`config.mk`:
```
export PLATFORM = sky130hd
export DESIGN_NAME = blockmem_rr_arb
export DESIGN_NICKNAME = d
export VERILOG_FILES = /design/src/rtl/blockmem_rr_arb.sv
export SDC_FILE = /design/constraint.sdc
export NUM_CORES = 1
export LEC_CHECK = 0
export ABC_AREA = 0
export BUFFER_PORTS_ARGS = -buffer_cell sky130_fd_sc_hd__buf_2
export CAP_MARGIN = 5
export CORE_AREA = 8 8 88 90
export DETAILED_ROUTE_END_ITERATION = 12
export DIE_AREA = 0 0 96 98
export PLACE_DENSITY = 0.69
export REMOVE_ABC_BUFFERS = 1
export SETUP_SLACK_MARGIN = 0.5
export SYNTH_ARGS = -nofsm -noshare
export SYNTH_HDL_FRONTEND = slang
export SYNTH_SLANG_ARGS = --single-unit
export TNS_END_PERCENT = 5
```
`constraint.sdc`:
```
create_clock -name clk -period 1.67 [get_ports clk]
set_input_delay 0.167 -clock clk [delete_from_list [all_inputs] [get_ports clk]]
set_output_delay 0.167 -clock clk [all_outputs]
set_load 0.02 [all_outputs]
```
`src/rtl/blockmem_rr_arb.sv`:
```
// blockmem_rr_arb: two-requester round-robin arbiter in front of one port of a
// block memory with a 1-cycle registered read. A requester may hold its lock
// input to keep ownership across consecutive transfers.
// Optional grant counters are enabled by defining BLOCKMEM_RR_ARB_STATS_EN.
module blockmem_rr_arb #(
   parameter int  G_MEMWIDTH = 32,
   parameter int  G_MEMDEPTH = 1024,
   localparam int AW         = $clog2(G_MEMDEPTH),
   localparam int WW         = ((G_MEMWIDTH - 1) / 8) + 1
) (
   input  logic                  clk,
   input  logic                  rst,
   // requester 0
   input  logic                  req0,
   input  logic                  lock0,
   input  logic [WW-1:0]         we0,
   input  logic [AW-1:0]         addr0,
   input  logic [G_MEMWIDTH-1:0] wdata0,
   output logic                  gnt0,
   output logic                  rvalid0,
   output logic [G_MEMWIDTH-1:0] rdata0,
   // requester 1
   input  logic                  req1,
   input  logic                  lock1,
   input  logic [WW-1:0]         we1,
   input  logic [AW-1:0]         addr1,
   input  logic [G_MEMWIDTH-1:0] wdata1,
   output logic                  gnt1,
   output logic                  rvalid1,
   output logic [G_MEMWIDTH-1:0] rdata1,
`ifdef BLOCKMEM_RR_ARB_STATS_EN
   output logic [15:0]           gcnt0,
   output logic [15:0]           gcnt1,
`endif
   // memory port
   output logic                  mem_en,
   output logic [WW-1:0]         mem_we,
   output logic [AW-1:0]         mem_addr,
   output logic [G_MEMWIDTH-1:0] mem_din,
   input  logic [G_MEMWIDTH-1:0] mem_dout
);

   typedef enum logic [1:0] {ARB, OWN0, OWN1} state_t;

   state_t state_q, state_d;
   logic   lp_q, lp_d;          // last-grant pointer: 1 means requester 0 wins next contention
   logic   rvalid0_q, rvalid1_q;

   // Grant selection and next-state; grants are suppressed while reset is held.
   always_comb begin
      state_d = state_q;
      lp_d    = lp_q;
      gnt0    = 1'b0;
      gnt1    = 1'b0;
      if (!rst) begin
         case (state_q)
            ARB: begin
               if (req0 && (!req1 || lp_q)) begin
                  gnt0 = 1'b1;
               end else if (req1) begin
                  gnt1 = 1'b1;
               end
               if (gnt0 && lock0) begin
                  state_d = OWN0;
               end else if (gnt1 && lock1) begin
                  state_d = OWN1;
               end
            end
            OWN0: begin
               gnt0 = req0;
               // dropping the lock ends ownership even if this cycle's grant completes
               if (!lock0) state_d = ARB;
            end
            OWN1: begin
               gnt1 = req1;
               if (!lock1) state_d = ARB;
            end
            default: state_d = ARB;
         endcase
         if (gnt0) begin
            lp_d = 1'b0;
         end else if (gnt1) begin
            lp_d = 1'b1;
         end
      end
   end

   // Steer the granted requester's command onto the memory port.
   always_comb begin
      mem_en   = gnt0 | gnt1;
      mem_we   = '0;
      mem_addr = addr0;
      mem_din  = wdata0;
      if (gnt0) begin
         mem_we = we0;
      end else if (gnt1) begin
         mem_we   = we1;
         mem_addr = addr1;
         mem_din  = wdata1;
      end
   end

   // State, pointer and read-valid pipeline registers.
   always_ff @(posedge clk or posedge rst) begin
      if (rst) begin
         state_q   <= ARB;
         lp_q      <= 1'b1;
         rvalid0_q <= 1'b0;
         rvalid1_q <= 1'b0;
      end else begin
         state_q   <= state_d;
         lp_q      <= lp_d;
         rvalid0_q <= gnt0 && (we0 == '0);
         rvalid1_q <= gnt1 && (we1 == '0);
      end
   end

   assign rvalid0 = rvalid0_q;
   assign rvalid1 = rvalid1_q;
   // Both requesters see the shared memory output; it is qualified by rvalid.
   assign rdata0  = mem_dout;
   assign rdata1  = mem_dout;

`ifdef BLOCKMEM_RR_ARB_STATS_EN
   logic [15:0] gcnt0_q, gcnt1_q;

   // Saturating per-requester grant counters.
   always_ff @(posedge clk or posedge rst) begin
      if (rst) begin
         gcnt0_q <= '0;
         gcnt1_q <= '0;
      end else begin
         if (gnt0 && (gcnt0_q != 16'hFFFF)) gcnt0_q <= gcnt0_q + 16'd1;
         if (gnt1 && (gcnt1_q != 16'hFFFF)) gcnt1_q <= gcnt1_q + 16'd1;
      end
   end

   assign gcnt0 = gcnt0_q;
   assign gcnt1 = gcnt1_q;
`endif

endmodule

```
==> flow_summary.toml <==
[logic_synthesis]
synth_top_area_share_pct = 37.6
ys_ff_latch = 5
synthArstFlopShare_pct = 100
synth_warnings = 0
seq_area_frac_synth_pct = 8.80
synth-edff-count = 0
synthFlopType = "dfrtp_1"
synth_area_sq_um = 1440
ys_top_cells_by_count = "64 x buf_4, 36 x mux2_4, 6 x mux2_2"
synth_area_leader_cell = "mux2_4"
syn_inst = 140
avgSynthCellArea_sq_um = 10.3
ys_types = 22
ys_top_cells_by_area = "mux2_4 38%, buf_4 33%, dfrtp_1 7.0%, mux2_2 4.7%, buf_6 3.1%"
yosysMostFrequentCell = "buf_4"

[sta]
max_slew_margin_pct = 74.8
fmax_mhz = 520
hold_violations = 0
fin_crit_sh_pct = 115
rsz0062_at_grt = "true"
drv_slew = 0
worstMarginPinSlew_ns = 0.375
holdWs_ns = 0.0828
fin_skew_ns = 0.000734
fin_ws_ns = -0.254
setup_viol = 47
finalCriticalPeriod_ns = 1.92

[clock_network]
clk_pin_slew_ns = 0.03
cts_tree = "built"
cts_buffers = 3
htreeDepth = 1
cts_root_buf = "clkbuf_8"
worstSkewPairLatency_ns = 0.22
cts.sinks = 5
clockBufferDepth = 2

[floorplan]
rows = 30
initial_core_util_pct = 22.1
die-area_sq_um = 9410
dieWidth_um = 96
io_pins = 245
core_sq_um = 6490
die_h_um = 98

[status]
violations = "negative setup slack"
outcome = "complete, but fails checks"

[worst_setup_path]
rrSetupSlack_ns = 0.39
crit_fanout = 7
cp_top_family = "flip-flops"
path_cells = "nand2_4, o21ai_4, buf_12, clkbuf_16, mux2_4, buf_6"
critPathBufInv = 3
critPathKind = "flip-flop to output port"
cp.arrival_ns = 1.76
cp_slowest_cell = "dfstp_2"
cp.required_ns = 1.50
critical-path-max-stage-delay_ns = 0.54
endpoint_kind = "output port"
startpoint_type = "flip-flop"

[final_layout]
final_util_pct = 35.7
synthToLayoutAreaGrowth_pct = 61.3
drive_gt1_share_pct = 89.8
num_antenna_cells = 0
stdcell_count = 315
fin_nets = 366

[grt]
groute.usage.overall_pct = 13.8
grt_start_max_net_pins = 29
grt_pass1_vias = 1550
antenna_found_initial = 0
grt_pass1_wl_mm = 9.66
overflow = 0

[routing]
drc_errors = 0
post_drt_via_cell_ratio = 4.53
drt_wl_total_mm = 7.66
drtIter0Drc = 29
drtPass1Iterations = 4
wl_per_cell_um = 24.3
via_count = 1428
ant_nets = 0

[run]
drv_cap = 0

[power]
power.leakage_nw = 1.34
peakVddDrop_uv = 191
power_density_nw_per_um2 = 584

[place]
placedCellCount = 304
pre_cts_slack_ns = -0.0860
gp_congestion = 0.721
port_buffers = 148
hpwl_mm = 6.19

[worst_hold_path]
min_path_type = "input pin to async pin"
==> cell families (layout without fill, tap and decap cells) <==
group | after synthesis | count (layout) | synth area share (%)
mux | 42 | 42 | 42.3
buf+inv | 71 | 166 | 37.4
compound gates | 11 | 11 | 6.01
simple gates | 11 | 11 | 5.49
flops | 5 | 5 | 8.80
==> worst register-to-register path: stages, from the launching register on <==
cell,delay [ns]
dfrtp_2,0.43
nor3b_4,0.23
o21ai_4,0.09
buf_12,0.16
clkbuf_16,0.17
nor2_1,0.13
==> layer usage <==
metal  GRT usage (%)  wire, um
met3            14.0      1650
met4            2.72        28
met1            16.0      2940
met5            9.47        54
met2            16.5      2990
==> flip-flops by register name, summed over array words and instances, names as in the netlist <==
name	cells
lp_q	1
rvalid0	1
rvalid1	1
state_q	2
==> per-stage QoR <==
stage	setup TNS (ns)	area [sq um]	power, mW
2_1_floorplan	-31.01	911	0.601
3_3_place_gp	-0.535	1810	0.875
3_5_place_dp	-1.43	1810	0.889
4_1_cts	-9.96	2020	1.20
5_1_grt	-13.20	2320	1.42
6_report	-10.72	2320	1.35
==> power breakdown <==
part / total, mW / switching [mW] / internal (mW)
clock network: 0.219 / 0.0553 / 0.164
logic: 0.971 / 0.406 / 0.565
registers: 0.164 / 0.0207 / 0.144
==> cell usage in the layout (no fill, tap or decap), drive strengths merged <==
master and n:
nor2 1, o21a 1, or4 1, dfrtp 4
dlygate4sd3 1, and2 1, o21ai 2, buf 154
a21oi 2, a31oi 2, dfstp 1, mux2 42
a22o 4, nand2 1, nor4 1, inv 3
clkbuf 8, nand2b 4, nor3b 2
==> path summary, 6_finish.rpt <==
path,end,from,cells after the start
max reg2reg,rvalid1,state_q[0],5
min reg2reg,state_q[1],state_q[0],2
min in group clk,state_q[1],lock1,3
max in group asynchronous,state_q[0],rst,3
min,lp_q,rst,2
max,mem_din[22],lp_q,6
==> cell type report <==
class	count	area, sq um
Fill cell	653	4180
Timing Repair Buffer	159	1230
Multi-Input combinational cell	64	805
Sequential cell	5	128
Inverter	3	13.8
Tap cell	80	100
Clock buffer	4	45.0
==> timing repair <==
action | 4_1_cts | 5_1_grt
pin swaps | 0 | 2
setup endpoints to repair | 52 | 52
hold endpoints to repair | 4 | 0
setup buffers | 0 | 1
hold buffers | 1 | 0
gates cloned | 0 | 5
gates resized for setup | 53 | 48
Note: power is estimated with default switching activity, not from simulation.
